**config.mk**
```make
export PLATFORM = sky130hd
export DESIGN_NAME = bp_be_mem_issue_buffer
export DESIGN_NICKNAME = d
export VERILOG_FILES = /design/src/rtl/bp_be_pkg.sv /design/src/rtl/bp_be_mem_align_check.sv /design/src/rtl/bp_be_mem_issue_buffer.sv
export SDC_FILE = /design/constraint.sdc
export NUM_CORES = 1
export LEC_CHECK = 0
export ABC_CLOCK_PERIOD_IN_PS = 38800
export BUFFER_PORTS_ARGS = -buffer_cell sky130_fd_sc_hd__buf_2
export CAP_MARGIN = 5
export CORE_UTILIZATION = 40
export CTS_CLUSTER_SIZE = 30
export DETAILED_ROUTE_END_ITERATION = 7
export HOLD_SLACK_MARGIN = 0.08
export MAX_ROUTING_LAYER = met4
export PLACE_DENSITY = 0.69
export SLEW_MARGIN = 30
export SYNTH_ARGS = -nofsm -noshare
export SYNTH_HDL_FRONTEND = slang
export SYNTH_HIERARCHICAL = 1
export SYNTH_SLANG_ARGS = --single-unit
```
**constraint.sdc**
```tcl
create_clock -name clk_i -period 38.8 [get_ports clk_i]
set_input_delay 7.76 -clock clk_i [delete_from_list [all_inputs] [get_ports clk_i]]
set_output_delay 7.76 -clock clk_i [all_outputs]
set_load 0.05 [all_outputs]
```
**src/rtl/bp_be_pkg.sv**
```systemverilog
// Shared types for the backend memory-issue path.
//   bp_be_mem_issue_pkt_s        : one dispatched memory request
//   bp_be_mem_issue_pkt_width_gp : packed width of that request
//   bp_be_misaligned()           : size/low-address alignment rule
package bp_be_pkg;

    localparam int vaddr_width_gp = 39;
    localparam int dpath_width_gp = 64;

    typedef struct packed {
        logic [vaddr_width_gp-1:0] pc;
        logic [4:0]                rd_addr;
        logic [6:0]                opcode;
        logic [1:0]                size;
        logic                      is_load;
        logic                      is_store;
        logic [dpath_width_gp-1:0] rs1;
        logic [dpath_width_gp-1:0] rs2;
        logic [dpath_width_gp-1:0] imm;
    } bp_be_mem_issue_pkt_s;

    localparam int bp_be_mem_issue_pkt_width_gp = $bits(bp_be_mem_issue_pkt_s);

    // size encodes 1/2/4/8 bytes; the access is misaligned when any
    // address bit below the access size is set.
    function automatic logic bp_be_misaligned(input logic [1:0] size,
                                              input logic [2:0] eaddr_low);
        logic mis;
        mis = 1'b0;
        case (size)
            2'd1:    mis = eaddr_low[0];
            2'd2:    mis = |eaddr_low[1:0];
            2'd3:    mis = |eaddr_low[2:0];
            default: mis = 1'b0;
        endcase
        return mis;
    endfunction

endpackage

```
**src/rtl/bp_be_mem_align_check.sv**
```systemverilog
// Combinational alignment checker used at enqueue.
//   size_i       : access size code (0=byte .. 3=double)
//   eaddr_low_i  : low three bits of the effective address
//   misaligned_o : access does not sit on its natural boundary
module bp_be_mem_align_check
    import bp_be_pkg::*;
(
    input  logic [1:0] size_i,
    input  logic [2:0] eaddr_low_i,
    output logic       misaligned_o
);

    assign misaligned_o = bp_be_misaligned(size_i, eaddr_low_i);

endmodule

```
**src/rtl/bp_be_mem_issue_buffer.sv**
```systemverilog
// Small FIFO between dispatch and the memory pipe. The effective address
// and misalignment flag are computed on the way in, so the head entry
// presents them without an adder on the output path.
//   clk_i, reset_n_i  : clock, asynchronous active-low reset
//   flush_i           : drop everything buffered and the incoming request
//   v_i/ready_o/pkt_i : dispatch side handshake and request
//   v_o/ready_i/pkt_o : memory pipe side handshake and head request
//   eaddr_o           : head effective address (rs1+imm, truncated)
//   load_/store_misaligned_o : head misalignment, qualified by type
//   count_o           : occupancy
module bp_be_mem_issue_buffer
    import bp_be_pkg::*;
#(
    parameter int els_p         = 2,
    parameter int vaddr_width_p = vaddr_width_gp,
    parameter int dpath_width_p = dpath_width_gp
) (
    input  logic                         clk_i,
    input  logic                         reset_n_i,
    input  logic                         flush_i,
    input  logic                         v_i,
    output logic                         ready_o,
    input  bp_be_mem_issue_pkt_s         pkt_i,
    output logic                         v_o,
    input  logic                         ready_i,
    output bp_be_mem_issue_pkt_s         pkt_o,
    output logic [vaddr_width_p-1:0]     eaddr_o,
    output logic                         load_misaligned_o,
    output logic                         store_misaligned_o,
    output logic [$clog2(els_p+1)-1:0]   count_o
);

    localparam int ptr_width_lp = $clog2(els_p);
    localparam int cnt_width_lp = $clog2(els_p+1);

    logic [ptr_width_lp-1:0] rptr_reg, wptr_reg;
    logic [cnt_width_lp-1:0] count_reg;

    // Storage is deliberately unreset; validity lives in count_reg.
    bp_be_mem_issue_pkt_s    pkt_mem   [els_p];
    logic [vaddr_width_p-1:0] eaddr_mem [els_p];
    logic                    mis_mem   [els_p];

    logic [dpath_width_p-1:0] eaddr_full;
    logic                     eaddr_unused_hi;
    logic                     mis_in;
    logic                     enq, deq;

    assign eaddr_full      = dpath_width_p'(pkt_i.rs1) + dpath_width_p'(pkt_i.imm);
    assign eaddr_unused_hi = ^eaddr_full[dpath_width_p-1:vaddr_width_p];

    bp_be_mem_align_check align_check (
        .size_i       (pkt_i.size),
        .eaddr_low_i  (eaddr_full[2:0]),
        .misaligned_o (mis_in)
    );

    assign v_o     = (count_reg != '0);
    assign deq     = v_o & ready_i;
    // Full buffer can still accept when the head leaves in the same cycle.
    assign ready_o = (count_reg < cnt_width_lp'(els_p)) | deq;
    assign enq     = v_i & ready_o & ~flush_i;

    function automatic logic [ptr_width_lp-1:0] ptr_inc(input logic [ptr_width_lp-1:0] p);
        return (p == ptr_width_lp'(els_p-1)) ? '0 : p + 1'b1;
    endfunction

    always_ff @(posedge clk_i or negedge reset_n_i) begin
        if (!reset_n_i) begin
            rptr_reg  <= '0;
            wptr_reg  <= '0;
            count_reg <= '0;
        end else if (flush_i) begin
            rptr_reg  <= '0;
            wptr_reg  <= '0;
            count_reg <= '0;
        end else begin
            if (enq) wptr_reg <= ptr_inc(wptr_reg);
            if (deq) rptr_reg <= ptr_inc(rptr_reg);
            case ({enq, deq})
                2'b10:   count_reg <= count_reg + 1'b1;
                2'b01:   count_reg <= count_reg - 1'b1;
                default: count_reg <= count_reg;
            endcase
        end
    end

    always_ff @(posedge clk_i) begin
        if (enq) begin
            pkt_mem[wptr_reg]   <= pkt_i;
            eaddr_mem[wptr_reg] <= eaddr_full[vaddr_width_p-1:0];
            mis_mem[wptr_reg]   <= mis_in;
        end
    end

    // Gate by v_o so never-written entries cannot leak X after reset.
    assign pkt_o              = v_o ? pkt_mem[rptr_reg]   : '0;
    assign eaddr_o            = v_o ? eaddr_mem[rptr_reg] : '0;
    assign load_misaligned_o  = v_o & pkt_mem[rptr_reg].is_load  & mis_mem[rptr_reg];
    assign store_misaligned_o = v_o & pkt_mem[rptr_reg].is_store & mis_mem[rptr_reg];
    assign count_o            = count_reg;

endmodule

```
==> summary.txt, run 1 <==
Critical path
  – Req. time, crit path: 31.04 ns
  – Crit-path leading delay family: buffers and inverters
  – Cell mode on critical path: buf_2
  – Startpoint Class: primary input
  – Worst-path cell chain: buf_2 -> nand2b_1 -> buf_2
  – CP endpoint kind: output pin
  – Number of buffers and inverters on the critical path: 2
  – CP Class: primary input to output pin
  – Arr. time, crit path: 8.30 ns
  – Highest-delay cell along the critical path: buf_2
  – Biggest cell delay along the critical path: 0.28 ns
  – CP max FO: 5

Timing
  – Clock Skews: 0.0164 ns
  – Final hold vios: 0
  – Worst-margin pin slew: 1.02 ns
  – Fmax: 62.3 MHz
  – Final setup violation count: 0
  – Final worst path period share: 41.4%
  – Tmin final: 16.06 ns
  – Minimum hold slack: 0.604 ns
  – Slew Limit Fails: 0
  – RSZ-0062 raised after global routing: no
  – Rel. slew slack: 31.7%
  – Setup_tns: 0 ns

Min path
  – HP Class: flip-flop to flip-flop

Routing
  – TritonRoute pass-1 iters: 5
  – Post-route ant nets: 0
  – Drc violations: 0
  – Wire per inst: 19.4 um
  – Vias per cell: 5.00
  – WL final: 56.4 mm
  – Drt initial violations: 849
  – DR vias: 14,600

Global route
  – Pin count of the biggest net entering global routing: 156
  – Vias in the first global route: 14,500
  – Total grt overflow: 0
  – First-pass GRT wire length: 82.5 mm
  – GRT Util Overall: 18.1%
  – Initial antenna violation count: 5

Yosys
  – Main synth FF type: edfxtp_1
  – Yosys warns: 6
  – Async SR Flop Fraction: 0.692%
  – Mapped cell area: 0.0239 mm2
  – Syn nets: 1,835
  – Gate Count Post-Synth: 1,544
  – Number of flops mapped to enable cells by yosys: 574
  – Synth Register Bits: 578
  – Sequential area share after synthesis: 72.5%
  – Mapped Avg Cell Area: 15.5 um2
  – Count of cell types in the netlist: 67

Finish
  – Largest regs: pkt_mem x494, eaddr_mem x78
  – Area grow syn2layout: 22.6%
  – Ratio of cells with drive above 1 in the final layout: 31.3%
  – Final Cell Area: 0.0293 mm2
  – Number of flip-flops in the largest register: 494
  – Total Nets Final: 2,377
  – Largest Register: pkt_mem
  – Non-Filler Instances: 2,912

Floorplanning
  – Die span in y: 246 um
  – Die X: 246 um
  – Core area: 0.0590 mm2
  – I/O Pins: 544
  – Rows: 89
  – Die Footprint: 0.0607 mm2
  – Starting Density: 40.5%

Power
  – Clock group share of total power: 35.2%
  – Static leakage: 11.0 nW
  – Final Power: 1.53 mW
  – Logic pwr share: 17.0%
  – Reg power frac: 47.8%
  – VDD IR-drop max: 0.0451 mV
  – Net Sw Power: 0.428 mW
  – Switching Fraction: 28.0%
  – P_int: 1.10 mW
  – P per Cell Area: 52.1 mW/mm2

Clock tree
  – CTS Sinks: 578
  – Clock buffer depth: 3
  – Hold_buf cts: 0
  – H-Tree Depth: 2
  – Post-CTS resize count: 0
  – Clock transition at path regs: 0.06 ns
  – Post-CTS setup buffer count: 0
  – Clk_lat worst skew: 0.61 ns
  – CTS root buffer: clkbuf_16
  – TritonCTS clock tree: done
  – Num CTS Buffers: 59

Flow run
  – Maxcap violations: 0

Placed design
  – Placed Area: 0.0274 mm2
  – Port Buf Inserts: 543
  – Placed cell count: 2,797
  – RD Place Congestion: 0.904
  – Post-DP HPWL: 38.0 mm

Run status
  – Outcome: finished, final reports clean
==> cells in the mapped netlist (2+ instances only) <==
master / instances / area (um2)
nand4_1: 10 / 62.6
a21oi_1: 37 / 185
clkbuf_2: 4 / 20.0
a21boi_0: 2 / 15.0
o21a_1: 4 / 30.0
a21o_1: 13 / 97.6
buf_1: 27 / 101
edfxtp_1: 574 / 17200
clkbuf_1: 37 / 139
a2111oi_2: 2 / 30.0
o211ai_1: 5 / 37.5
mux2i_1: 287 / 2870
xnor2_1: 24 / 210
nand2_1: 27 / 101
dfrtp_1: 4 / 100
a31oi_1: 2 / 12.5
o21ai_0: 17 / 85.1
or3_1: 2 / 12.5
o21bai_1: 8 / 60.1
a21oi_2: 5 / 43.8
and3_1: 2 / 12.5
buf_4: 2 / 15.0
nand3_1: 10 / 50.1
o31ai_1: 2 / 15.0
nand2b_1: 7 / 43.8
xor2_1: 14 / 123
ha_1: 38 / 475
buf_6: 2 / 22.5
nor4_1: 2 / 12.5
nor3_1: 7 / 35.0
nor2b_1: 7 / 43.8
nor2_1: 307 / 1150
clkbuf_8: 3 / 41.3
or4_2: 2 / 17.5
inv_1: 15 / 56.3
buf_2: 2 / 10.0
==> placed cells by master, fill, tap and decap left out, types with 3 or more instances in the layout <==
cell type   instances
a21o_1             13
a21oi_1            37
a21oi_2             5
buf_12              3
buf_2             543
buf_4               7
buf_6               4
bufinv_16           4
clkbuf_1            6
clkbuf_16          60
clkinv_1           19
clkinv_2           12
clkinvlp_4          3
dfrtp_1             3
diode_2             6
edfxtp_1          574
ha_1               38
inv_1              15
mux2i_1           287
nand2_1            27
nand2b_1            7
nand3_1            10
nand4_1            10
nor2_1            306
nor2b_1             7
nor3_1              6
o211ai_1            5
o21a_1              4
o21ai_0            17
o21bai_1            8
xnor2_1            24
xor2_1             14
==> per-stage QoR <==
step / utilization, % / setup WS [ns]
after global routing: 49.6 / 22.71
after CTS: 49.5 / 22.74
after floorplan: - / 8.27
after detailed placement: 46.4 / 22.74
final: 49.6 / 22.74
after global placement: 46.4 / 22.77
==> path summary, 6_finish.rpt <==
check	start	endpoint	slack, ns	cells past startpoint
worst max-delay path	ready_i	ready_o	22.74	3
worst min register to register	wptr_reg$_DFFE_PN0P_	wptr_reg$_DFFE_PN0P_	0.60	2
worst min-delay path	wptr_reg$_DFFE_PN0P_	wptr_reg$_DFFE_PN0P_	0.60	2
min in group asynchronous	reset_n_i	count_o[1]$_DFFE_PN0P_	6.96	1
max in group asynchronous	reset_n_i	rptr_reg$_DFFE_PN0P_	31.71	1
worst max register to register	count_o[1]$_DFFE_PN0P_	eaddr_mem[0][28]$_DFFE_PP_	35.88	5
==> cell type report <==
type                       count  area (um2)
inverter                      15        56.3
antenna                        6        15.0
multi-input combinational    874        6180
tap                          773         967
sequential                   578       17300
clock buffer                  66        1520
fill                        5085       29700
timing repair buffer         558        2900
clock inverter                42         317
==> worst min-delay path, delay by kind of cell, from the launching register on <==
kind,cells,cell delay [ns]
AND/OR/NAND/NOR,1,0.08
flip-flops,1,0.40
XOR/XNOR,1,0.08
==> layer usage <==
metal  part of all wire, %  track usage [%]
met2                    51             30.5
met1                    39             20.9
met4                   2.2             5.39
met5                     0                -
met3                   7.7             5.28
==> cell families (layout without fill, tap and decap cells) <==
family          Yosys count  count (layout)  synth area share (%)
xor+xnor                 38              38                  1.39
mux                     287             287                  12.0
compound gates          119             119                  3.57
flops                   578             578                  72.5
simple gates            391             391                  6.72
fa+ha+maj                39              39                  2.07
buf+inv                  92             681                  1.70
other cells               0               6                     0
==> power by group through the flow <==
stage | Sequential, mW | Clock (mW) | Combinational [mW]
final | 0.731 | 0.537 | 0.260
after global routing | 0.732 | 0.576 | 0.276
after CTS | 0.731 | 0.552 | 0.261
after detailed placement | 0.744 | 0 | 0.260
after global placement | 0.742 | 0 | 0.256
after floorplan | 0.759 | 0 | 0.190
Note: power is estimated with default switching activity, not from simulation.
==> run 2, diff against run 1 <==
ABC_AREA = 1   (was default)
ABC_CLOCK_PERIOD_IN_PS = 15800   (was 38800)
clock period = 15.8 ns   (was 38.8 ns; I/O delays follow)
==> run 2 against run 1 <==
  * Total power rose to 3.6 times the previous value
  * Non-clock buffer count up 4
  * Count of clock-buffer cells in the layout increased by 4
  * Core utilization decreased by 0.29 points
  * Final cell count increased by 21%
  * Critical path depth rose by 3
  * Sequential cell count unchanged
  * Clock skew up 0.0037 ns
  * Clock power rose by 140%
==> summary.txt, run 2 <==
Run status
  – Outcome: finished, final reports clean

Global route
  – Initial antenna violation count: 17 (+12)
  – Pin count of the biggest net entering global routing: 156 (unchanged)
  – First-pass GRT wire length: 99.8 mm (+21%)
  – Total grt overflow: 0 (unchanged)
  – Vias in the first global route: 17,400 (+20%)
  – GRT Util Overall: 21.4% (+3.3 points)

Routing
  – Drt initial violations: 1,180 (+39%)
  – DR vias: 17,900 (+23%)
  – Wire per inst: 18.9 um (-2.3%)
  – TritonRoute pass-1 iters: 6 (+1)
  – Vias per cell: 5.07 (+1.4%)
  – Post-route ant nets: 0 (unchanged)
  – WL final: 66.8 mm (+18%)
  – Drc violations: 0 (unchanged)

Clock tree
  – Clk_lat worst skew: 0.60 ns (about the same)
  – H-Tree Depth: 2 (unchanged)
  – Clock buffer depth: 3 (unchanged)
  – CTS Sinks: 578 (unchanged)
  – Post-CTS resize count: 0 (unchanged)
  – Clock transition at path regs: 0.06 ns (about the same)
  – Hold_buf cts: 0 (unchanged)
  – TritonCTS clock tree: done
  – Post-CTS setup buffer count: 0 (unchanged)
  – Num CTS Buffers: 57 (-3.4%)
  – CTS root buffer: clkbuf_16

Finish
  – Number of flip-flops in the largest register: 494 (unchanged)
  – Largest Register: pkt_mem
  – Total Nets Final: 2,983 (+25%)
  – Commonest non-fill, non-tap cell in the layout: nand2_1
  – Final Cell Area: 0.0297 mm2 (+1.5%)
  – Ratio of cells with drive above 1 in the final layout: 24.1% (-7.2 points)
  – Area grow syn2layout: 21.9%
  – Largest regs: pkt_mem x494, eaddr_mem x78
  – Non-Filler Instances: 3,530 (+21%)
  – Most frequent cells in the layout: nand2_1 (829), edfxtp_1 (574), buf_2 (543), a21oi_1 (315), inv_1 (133)

Timing
  – Setup_tns: 0 ns (unchanged)
  – Setup WS post-layout: 8.83 ns (-13.90 ns)
  – Clock Skews: 0.0201 ns (+0.00374 ns)
  – Tmin final: 6.97 ns
  – Final hold vios: 0 (unchanged)
  – Final setup violation count: 0 (unchanged)
  – Rel. slew slack: 33.0% (+1.3 points)
  – Final worst path period share: 44.1%
  – Worst-margin pin slew: 1.01 ns (-0.0189 ns)
  – RSZ-0062 raised after global routing: no
  – Fmax: 144 MHz
  – Slew Limit Fails: 0 (unchanged)

Min path
  – HP Class: flip-flop to flip-flop

Power
  – VDD IR-drop max: 0.149 mV (+230%)
  – Static leakage: 12.4 nW (+13%)
  – Final Power: 5.45 mW (+260%)
  – P per Cell Area: 183 mW/mm2 (+250%)

Floorplanning
  – Rows: 90 (+1.1%)
  – Die span in y: 249 um (+1.0%)
  – Starting Density: 40.5% (about the same)
  – Core area: 0.0602 mm2 (+2.1%)
  – Die Footprint: 0.0620 mm2 (+2.0%)
  – I/O Pins: 544 (unchanged)
  – Die X: 249 um (+1.0%)

Yosys
  – Yosys warns: 6 (unchanged)
  – Number of flops mapped to enable cells by yosys: 574 (unchanged)
  – Syn nets: 2,456 (+34%)
  – Async SR Flop Fraction: 0.692% (unchanged)
  – Main synth FF type: edfxtp_1
  – Count of cell types in the netlist: 32 (-52%)
  – Most numerous cell in the Yosys netlist: nand2_1
  – Gate Count Post-Synth: 2,165 (+40%)
  – Area leader, netlist: edfxtp_1
  – Top-area cell type share of the netlist area: 70.7% (-1.4 points)
  – Mapped cell area: 0.0244 mm2 (+2.0%)
  – Top cells by count, synth: nand2_1 (829), edfxtp_1 (574), a21oi_1 (315)
  – Mapped Avg Cell Area: 11.3 um2 (-27%)
  – Sequential area share after synthesis: 71.1% (-1.4 points)
  – Synth Register Bits: 578 (unchanged)
  – Synth top area cells: edfxtp_1 (71%), nand2_1 (13%), a21oi_1 (6.5%)

Placed design
  – Placed cell count: 3,412 (+22%)
  – Placed Area: 0.0278 mm2 (+1.6%)
  – RD Place Congestion: 0.940 (+4.0%)
  – Port Buf Inserts: 543 (unchanged)
  – Setup WS pre-CTS: 8.98 ns (-13.76 ns)
  – Post-DP HPWL: 45.8 mm (+21%)

Flow run
  – Maxcap violations: 0 (unchanged)

Critical path
  – CP Class: flip-flop to output pin
  – CP max FO: 68 (+63)
  – Startpoint Class: flip-flop
  – Req. time, crit path: 12.64 ns (-18.40 ns)
  – Arr. time, crit path: 3.81 ns (-4.49 ns)
  – CP endpoint kind: output pin
==> run 2: cell count changes in the layout (fill, tap and decap cells not counted), sizes merged, moves of 9 or more <==
| cell | before | now |
|---|---|---|
| nand2 | 27 | 835 |
| a21oi | 42 | 315 |
| clkinv | 34 | 19 |
| nor2 | 307 | 66 |
| nand3 | 11 | 30 |
| xnor2 | 24 | 6 |
| diode | 6 | 15 |
| inv | 16 | 139 |
| mux2i | 287 | 1 |
| nand4 | 10 | 0 |
| a21o | 14 | 0 |
==> run 2: layer usage <==
metal  GRT usage [%]  vias to the layer above  part of all wire [%]  wire [um]
met2            36.0                      759                    50      33300
met5               -                        -                     0          0
met1            25.4                     8580                    39      26100
met3            5.04                      123                   8.3       5530
met4            6.85                        0                   2.8       1850
li1                -                     8439                     -          -
==> run 2: metrics by stage <==
| step | util, % | hold slack (ns) |
|---|---|---|
| 2_1_floorplan | - | 0.480 |
| 3_3_place_gp | 46.2 | 0.521 |
| 3_5_place_dp | 46.2 | 0.536 |
| 4_1_cts | 49.2 | 0.549 |
| 5_1_grt | 49.3 | 0.611 |
| 6_report | 49.4 | 0.551 |
==> run 2: power breakdown <==
part	internal, mW	switching, mW	leakage, nW	total (mW)
clock	0.756	0.556	0.862	1.31
sequential	1.85	0.0510	5.31	1.90
combinational	0.413	1.82	6.24	2.23
==> run 2: kinds of logic after synthesis <==
group                    after synthesis  share of synthesized area (%)
buffers and inverters                230                           3.77
multiplexers                           1                         0.0410
XOR/XNOR                              22                          0.790
AND/OR/NAND/NOR                      954                           15.2
flip-flops                           578                           71.1
adder cells (fa/ha/maj)               39                           2.03
AO/OA/AOI/OAI                        341                           7.07
==> run 2: path summary, 6_finish.rpt <==
path,endpoint,slack (ns),cells past startpoint,startpoint
max,pkt_o[0],8.83,6,rptr_reg$_DFFE_PN0P_
min,count_o[0]$_DFFE_PN0P_,0.55,2,count_o[0]$_DFFE_PN0P_
max reg2reg,pkt_mem[0][212]$_DFFE_PP_,11.88,8,count_o[1]$_DFFE_PN0P_
min reg2reg,count_o[0]$_DFFE_PN0P_,0.55,2,count_o[0]$_DFFE_PN0P_
max in group asynchronous,rptr_reg$_DFFE_PN0P_,13.29,1,reset_n_i
min in group asynchronous,wptr_reg$_DFFE_PN0P_,2.36,1,reset_n_i
==> run 2: area by class of cell <==
cell class / count / area, um2
fillers: 5374 / 30500
diodes: 15 / 37.5
well taps: 782 / 978
inverters: 136 / 526
clock inverters: 30 / 303
multi-input cells: 1357 / 6150
clock buffers: 70 / 1480
flip-flops and latches: 578 / 17300
repair buffers: 562 / 2930
==> run 2: critical path: stages (launching register included) <==
cell,delay (ns)
dfrtp_4,0.74
inv_8,0.36
buf_4,0.67
buf_4,0.64
nand2_1,0.10
a21oi_1,0.24
buf_2,0.32
